File: config.mk
export PLATFORM = sky130hd
export DESIGN_NAME = clk_stim_gen
export DESIGN_NICKNAME = d
export VERILOG_FILES = /design/src/rtl/clk_stim_gen.sv
export SDC_FILE = /design/constraint.sdc
export NUM_CORES = 1
export LEC_CHECK = 0
export BUFFER_PORTS_ARGS = -buffer_cell sky130_fd_sc_hd__clkbuf_2
export CORE_MARGIN = 10
export CORE_UTILIZATION = 40
export CTS_CLUSTER_SIZE = 40
export DETAILED_ROUTE_END_ITERATION = 10
export GPL_TIMING_DRIVEN = 0
export PLACE_DENSITY = 0.62
export SLEW_MARGIN = 20
export SYNTH_ARGS = -nofsm -noshare
export SYNTH_HDL_FRONTEND = slang
export SYNTH_SLANG_ARGS = --single-unit
File: constraint.sdc
create_clock -name clk -period 2.89 [get_ports clk]
set_clock_uncertainty 0.1 [all_clocks]
set_input_delay 0.578 -clock clk [delete_from_list [all_inputs] [get_ports clk]]
set_output_delay 0.578 -clock clk [all_outputs]
set_load 0.005 [all_outputs]
File: src/rtl/clk_stim_gen.sv
// Programmable clock-stimulus generator: synthesises a clock with independent high/low
// durations (in clk cycles) and injects inverted glitch pulses on request.
module clk_stim_gen #(
    parameter int WIDTH    = 8,
    parameter int GW       = 4,
    parameter int DEF_HIGH = 10,
    parameter int DEF_LOW  = 10
) (
    input  logic             clk,
    input  logic             rst,
    input  logic             enable,
    input  logic             cfg_valid,
    output logic             cfg_ready,
    input  logic [WIDTH-1:0] cfg_high,
    input  logic [WIDTH-1:0] cfg_low,
    output logic             cfg_err,
    input  logic             glitch_req,
    input  logic [GW-1:0]    glitch_len,
    output logic             glitch_ack,
    output logic             clk_out,
    output logic             period_start,
    output logic             busy
);

    typedef enum logic [1:0] {IDLE, HIGH, LOW, GLITCH} state_t;

    state_t           state, next_state, phase_next;
    logic [WIDTH-1:0] cnt, cnt_n;
    logic [GW-1:0]    gcnt, gcnt_n, glen_m1;
    logic             saved_high, saved_high_n;
    logic             start_pend, start_pend_n;
    logic [WIDTH-1:0] active_high, active_low;
    logic [WIDTH-1:0] shadow_high, shadow_low;
    logic             shadow_full;
    logic [WIDTH-1:0] eff_high, eff_low;
    logic             cfg_xfer, cfg_bad, cfg_good;
    logic             new_period;
    logic             clk_out_n, ps_n, ack_n;

    assign cfg_ready = !shadow_full;
    assign busy      = (state != IDLE);
    assign cfg_xfer  = cfg_valid && !shadow_full;
    assign cfg_bad   = (cfg_high == '0) || (cfg_low == '0);
    assign cfg_good  = cfg_xfer && !cfg_bad;
    assign glen_m1   = (glitch_len == '0) ? '0 : glitch_len - GW'(1);

    // A config accepted on the very boundary cycle bypasses the shadow and applies at once.
    assign eff_high = shadow_full ? shadow_high : (cfg_good ? cfg_high : active_high);
    assign eff_low  = shadow_full ? shadow_low  : (cfg_good ? cfg_low  : active_low);

    always_comb begin
        phase_next   = state;
        next_state   = state;
        cnt_n        = cnt;
        gcnt_n       = gcnt;
        saved_high_n = saved_high;
        start_pend_n = start_pend;
        new_period   = 1'b0;
        ack_n        = 1'b0;
        ps_n         = 1'b0;
        clk_out_n    = 1'b0;

        unique case (state)
            IDLE: begin
                if (enable) begin
                    phase_next = HIGH;
                    new_period = 1'b1;
                    cnt_n      = eff_high - WIDTH'(1);
                end
            end
            HIGH: begin
                if (cnt == '0) begin
                    phase_next = LOW;
                    cnt_n      = active_low - WIDTH'(1);
                end else begin
                    cnt_n = cnt - WIDTH'(1);
                end
            end
            LOW: begin
                if (cnt == '0) begin
                    if (enable) begin
                        phase_next = HIGH;
                        new_period = 1'b1;
                        cnt_n      = eff_high - WIDTH'(1);
                    end else begin
                        phase_next = IDLE;
                    end
                end else begin
                    cnt_n = cnt - WIDTH'(1);
                end
            end
            GLITCH: begin
                if (gcnt == '0) begin
                    phase_next   = saved_high ? HIGH : LOW;
                    ack_n        = 1'b1;
                    ps_n         = start_pend && saved_high;
                    start_pend_n = 1'b0;
                end else begin
                    gcnt_n = gcnt - GW'(1);
                end
            end
            default: phase_next = IDLE;
        endcase

        next_state = phase_next;

        // The phase counter already holds the remaining count, so it simply freezes in GLITCH.
        if ((state == HIGH || state == LOW) && glitch_req && phase_next != IDLE) begin
            next_state   = GLITCH;
            saved_high_n = (phase_next == HIGH);
            start_pend_n = new_period;
            gcnt_n       = glen_m1;
        end

        if (new_period && next_state == HIGH) begin
            ps_n = 1'b1;
        end

        unique case (next_state)
            HIGH:    clk_out_n = 1'b1;
            GLITCH:  clk_out_n = !saved_high_n;
            default: clk_out_n = 1'b0;
        endcase
    end

    always_ff @(posedge clk) begin
        if (rst) begin
            state        <= IDLE;
            cnt          <= '0;
            gcnt         <= '0;
            saved_high   <= 1'b0;
            start_pend   <= 1'b0;
            active_high  <= WIDTH'(DEF_HIGH);
            active_low   <= WIDTH'(DEF_LOW);
            shadow_high  <= '0;
            shadow_low   <= '0;
            shadow_full  <= 1'b0;
            clk_out      <= 1'b0;
            period_start <= 1'b0;
            glitch_ack   <= 1'b0;
            cfg_err      <= 1'b0;
        end else begin
            state        <= next_state;
            cnt          <= cnt_n;
            gcnt         <= gcnt_n;
            saved_high   <= saved_high_n;
            start_pend   <= start_pend_n;
            clk_out      <= clk_out_n;
            period_start <= ps_n;
            glitch_ack   <= ack_n;
            cfg_err      <= cfg_xfer && cfg_bad;

            if (new_period) begin
                active_high <= eff_high;
                active_low  <= eff_low;
                shadow_full <= 1'b0;
            end else if (cfg_good) begin
                shadow_high <= cfg_high;
                shadow_low  <= cfg_low;
                shadow_full <= 1'b1;
            end
        end
    end

endmodule
# Word-level counts from Yosys, hierarchy flattened
# Cells that the tools add are included.
# word_totals
regBits	53
inputBits	25
word_cells	90
# classes
addsub	5
n_eq_ne	7
n_mux	32
bitwise	2
reduce_logical	30
# op_table
cell	n
$mux 8	7
$logic_not 8->1	3
$pmux 8 s3	1
$sub 8x1->8 const B	3
$mux 4	4
$mux 2	6
$mux 1	11
$reduce_bool 2->1	5
$logic_not 4->1	2
$pmux 2 s4	1
$reduce_and 2->1	4
$sub 4x1->4 const B	2
$logic_and 1x1->1	7
$eq 2x1->1 const B	3
$eq 2x2->1 const B	3
$pmux 1 s2	2
$reduce_or 2->1	2
$logic_not 1->1	3
$reduce_bool 3->1	1
$logic_not 2->1	1
$logic_or 1x1->1	2
$ne 2x1->1 const B	1
$not 1->1	2

# Depth between registers and ports, before layout
# logic_depth
word_depth	10
depth_mapped	13

# Least setup slack after synthesis
# Ideal clock, no wire load.
# synth_path
path_type	in2reg
startpoint	input port cfg_low[0]
endpoint	register cnt[6]
t_arrival_ps	2577
required_ps	2728
slack_ps	151
path_stages	9
path_buffers	1
cell_sequence	nor4_1 > nand2_1 > and3b_1 > buf_6 > a221oi_2 > ha_1 > nand2_1 > or4_1 > nand3_1
# synth_between
elab_chain_len	10
# synth_rtl
item	line	source
start, declared	15	input logic [WIDTH-1:0] cfg_low,
$logic_not 8->1 *	43	assign cfg_bad = (cfg_high == '0) || (cfg_low == '0);
$logic_or 1x1->1 *	43	
$logic_not 1->1 *	44	assign cfg_good = cfg_xfer && !cfg_bad;
$logic_and 1x1->1 *	44	
$mux 8 * (2 in series)	48	assign eff_high = shadow_full ? shadow_high : (cfg_good ? cfg_high : active_high);
$sub 8x1->8 *	68, 84	
$mux 8 *	65, 81	
$mux 8	80	if (cnt == '0) begin
$pmux 8 s3 *	63	unique case (state)
end signal, assigned	144	cnt <= cnt_n;
end, declared	28	logic [WIDTH-1:0] cnt, cnt_n;
# Mark *: on every way between the ends. The rest lies on a longest branch, timed or not.
# A chain may end at the register's enable or synchronous reset.

# Worst setup path in the final report
# layout_path
startpoint	input port cfg_high[4]
endpoint	register cnt[6]
# layout_between
elab_chain_len	10
# layout_rtl
item	line	source
start, declared	14	input logic [WIDTH-1:0] cfg_high,
$logic_not 8->1	43	
$logic_or 1x1->1	43	
$logic_not 1->1	44	
$logic_and 1x1->1	44	
$mux 8 * (2 in series)	48	
$sub 8x1->8 *	68, 84	
$mux 8 *	65, 81	
$mux 8	80	
$pmux 8 s3 *	63	
# Marks and branches as above.

==> summary.md <==
| Metric | Value |
|---|---|
| Total gr overflow | 0 |
| H-tree depth | 2 |
| Largest area contributor in the synthesized netlist | dfxtp_1 |
| Routed wire length per instance | 15.3 microns |
| CP max-delay cell | or4_1 |
| Cell Area, Synth | 3110 sq um |
| CP Capture Type | flip-flop |
| Post-synthesis net count | 432 |
| Final setup fails | 0 |
| CTS buffer count | 5 |
| Reg2reg path depth | 9 |
| Share of cells above drive strength 1 | 16.6% |
| Non-filler cells, final | 541 |
| Crit path top cell by count | nand2_1 |
| CTS sink cnt | 53 |
| Least-Margin Pin Slew | 0.663 ns |
| CP Launch Type | primary input |
| Arrival time worst endpoint | 2.99 ns |
| Final core occ | 47.3% |
| WP data required | 3.06 ns |
| Synth top area share | 34.2% |
| Tightest Hold Check Type | reg2reg |
| Primary FF master, synth | dfxtp_1 |
| Minimum clock period | 2.83 ns |
| Skew-Pair Late Insertion Delay | 0.32 ns |
| Number of diodes | 0 |
| CTS tree | done |
| Asr flop ratio synth | 0% |
| CP Class | in2reg |
| F_max | 0.354 GHz |
| R2r startpoint | state[0]$_SDFF_PP0_ |
| Lkg Pwr | 1.37 nW |
| Worst VDD drop | 0.000282 V |
| WP buf/inv | 2 |
| Iter 0 DRT Violations | 123 |
| Number of global-route vias before repair | 2806 |
| Cells after Synth | 397 |
| Antenna-violating nets left | 0 |
| First-pass GRT wire length | 13500 microns |
| Outcome | finished, final reports clean |
| Maxcap violations | 0 |
| WL final | 8250 microns |
| Hold path start | shadow_high[0]$_SDFFE_PP0P_ |
| Initial antenna violation count | 0 |
| Capture point of the worst reg-to-reg path | gcnt[3]$_SDFFE_PP0P_ |
| Die H | 108 microns |
| Cts hold-fix bufs | 0 |
| HPWL Detailed | 6050 microns |
| Die area | 11700 sq um |
| Final max-slew violation count | 0 |
| PortBufs | 28 |
| Number of distinct library cells after synthesis | 61 |
| Pwr dens | 598 nW/um^2 |
| Ranking of synthesized cells by area | dfxtp_1, nand2_1, a21oi_1 |
| Row cnt | 32 |
| Initial cell density of the core | 40.6% |
| CORE AREA | 7650 sq um |
| Longest Clk Path Bufs | 2 |
| Pin count of the biggest net entering global routing | 20 |
| Vias | 2910 |
| Worst Hold Path EP | shadow_high[0]$_SDFFE_PP0P_ |
| Register area share after synthesis | 34.2% |
| #FFs+latches synth | 53 |
| DP Cell Count | 527 |
| Worst slew margin | 55.8% |
| GPL Wtd Cong | 0.987 |
| Final worst-path cycle share | 97.8% |
| Drt pass-1 iters | 4 |
| Global-route usage over all layers | 14.1% |
| Root Buffer | clkbuf_8 |
| Synthesis-to-finish area growth | 16.4% |
| Synth Warn # | 0 |
| Final Net Count | 473 |
| Post-Syn Area per Cell | 7.82 sq um |
| Clk pin slew, worst setup/hold paths | 0.11 ns |
| Drc violations | 0 |
| Setup TNS | 0 ns |
| Crit-path cells | clkbuf_2 > nor4_1 > nand2_1 > and3b_1 > buf_6 > a221oi_4 > ha_2 > nand2_1 > or4_1 > nand3_1 |
| Vias per cell | 5.38 |
| CP delay by family, top | simple AND/OR/NAND/NOR gates |
| Reg-to-reg slack, setup | 0.14 ns |
| Hold Fails Final Rpt | 0 |
| Crit-path max FO | 9 |
| Hold path cells | 2 |
| Max incr delay on CP | 0.48 ns |
| EDFF count, synth | 0 |
| Ports | 31 |
| Die width | 108 microns |
## cells in the final DEF (no fill, tap or decap), types with 6 or more instances in the layout
cell type / synthesis / layout
o21ai_0: 18 / 18
nand3_1: 8 / 8
a21oi_1: 37 / 37
mux2i_1: 8 / 8
xor2_1: 6 / 6
dfxtp_1: 53 / 53
and2_1: 7 / 7
clkbuf_1: 15 / 11
buf_4: 1 / 7
a31oi_1: 7 / 7
nor2_1: 33 / 33
nor3_1: 13 / 13
xnor2_1: 9 / 9
a211oi_1: 16 / 16
inv_1: 15 / 15
nand2_1: 72 / 72
clkbuf_2: 0 / 31
ha_1: 10 / 9
## flip-flops by register name, summed over array words and instances, names as in the netlist
signal / flops
shadow_high: 8
saved_high: 1
start_pend: 1
shadow_low: 8
glitch_ack: 1
state: 2
active_low: 8
cfg_err: 1
shadow_full: 1
gcnt: 4
active_high: 8
period_start: 1
clk_out: 1
cnt: 8
## kinds of logic (layout without fill, tap and decap cells)
| kind of cell | count (synthesis) | count (layout) | share of synthesized area (%) |
|---|---|---|---|
| compound gates | 106 | 107 | 23.3 |
| xor+xnor | 15 | 15 | 4.23 |
| fa+ha+maj | 10 | 10 | 4.03 |
| buf+inv | 36 | 77 | 5.04 |
| flops | 53 | 53 | 34.2 |
| mux | 9 | 9 | 2.94 |
| simple gates | 168 | 168 | 26.3 |
## area by class of cell
type	instances	area, sq um
fillers	785	4030
clock inverters	3	28.8
plain buffers	20	100
clock buffers	5	68.8
inverters	15	56.3
well taps	102	128
flip-flops and latches	53	1060
repair buffers	34	185
multi-input cells	309	1990
## worst reg2reg max path, stage by stage (launching register included)
cell and delay (ns):
dfxtp_1 0.45, ha_1 0.28, nor4bb_4 0.30, or2b_1 0.26, a21oi_1 0.22, a2bb2oi_2 0.21, and2b_2 0.25, a31oi_4 0.07
or3b_1 0.41, a21oi_1 0.14
## worst max-delay path by stage
| stage | to | slack (ns) | start | cells after the start |
|---|---|---|---|---|
| global placement | cnt[2]$_SDFFE_PP0P_ | -0.40 | cfg_low[0] | 10 |
| global route | cnt[4]$_SDFFE_PP0P_ | -0.02 | cfg_high[4] | 11 |
| detailed placement | cnt[6]$_SDFFE_PP0P_ | -0.40 | cfg_low[0] | 10 |
| CTS | cnt[6]$_SDFFE_PP0P_ | 0.001 | cfg_low[0] | 10 |
| floorplan | cnt[6]$_SDFFE_PP0P_ | 0.15 | cfg_low[0] | 9 |
| finish | cnt[6]$_SDFFE_PP0P_ | 0.06 | cfg_high[4] | 10 |
## per-layer routing
layer | vias to the layer above | wire (microns) | track usage, % | part of all wire [%]
li1 | 1488 | - | - | -
met3 | 8 | 409 | 3.45 | 5.0
met5 | - | 0 | 0 | 0
met4 | 0 | 81 | 3.63 | 0.98
met2 | 59 | 4090 | 23.4 | 50
met1 | 1355 | 3670 | 17.7 | 45
## synthesized netlist by cell type (all sizes together) (3+ instances only)
master,count
a211o,3
a211oi,16
a21oi,37
a221oi,6
a31oi,9
and2,7
buf,6
clkbuf,15
dfxtp,53
ha,10
inv,15
mux2i,8
nand2,74
nand3,9
nor2,34
nor2b,5
nor3,13
nor3b,3
nor4,6
o21a,3
o21ai,18
or3,5
xnor2,9
xor2,6
## where the power goes
| part | switching, mW | internal [mW] |
|---|---|---|
| clock | 0.289 | 0.182 |
| sequential | 0.0862 | 0.817 |
| combinational | 0.465 | 0.322 |
## repair_timing
| item | CTS | global route |
|---|---|---|
| endpoints found under the hold margin | 0 | 0 |
| gates resized for setup | 3 | 15 |
| buffers inserted | 0 | 6 |
| setup endpoints to repair | 4 | 28 |
| pin swaps | 0 | 5 |
| cloned | 0 | 1 |
## per-stage QoR
stage                     power [mW]  instance area, sq um  hold WS (ns)  setup slack, ns
after floorplan                 1.46                  3110         0.332            0.151
after detailed placement        1.66                  3370         0.347           -0.396
final                           2.16                  3610         0.359           0.0646
after global placement          1.65                  3370         0.339           -0.403
after global routing            2.31                  3610         0.385          -0.0212
after CTS                       2.13                  3500         0.362          0.00129
No activity file was read; power rests on OpenSTA's default activity.
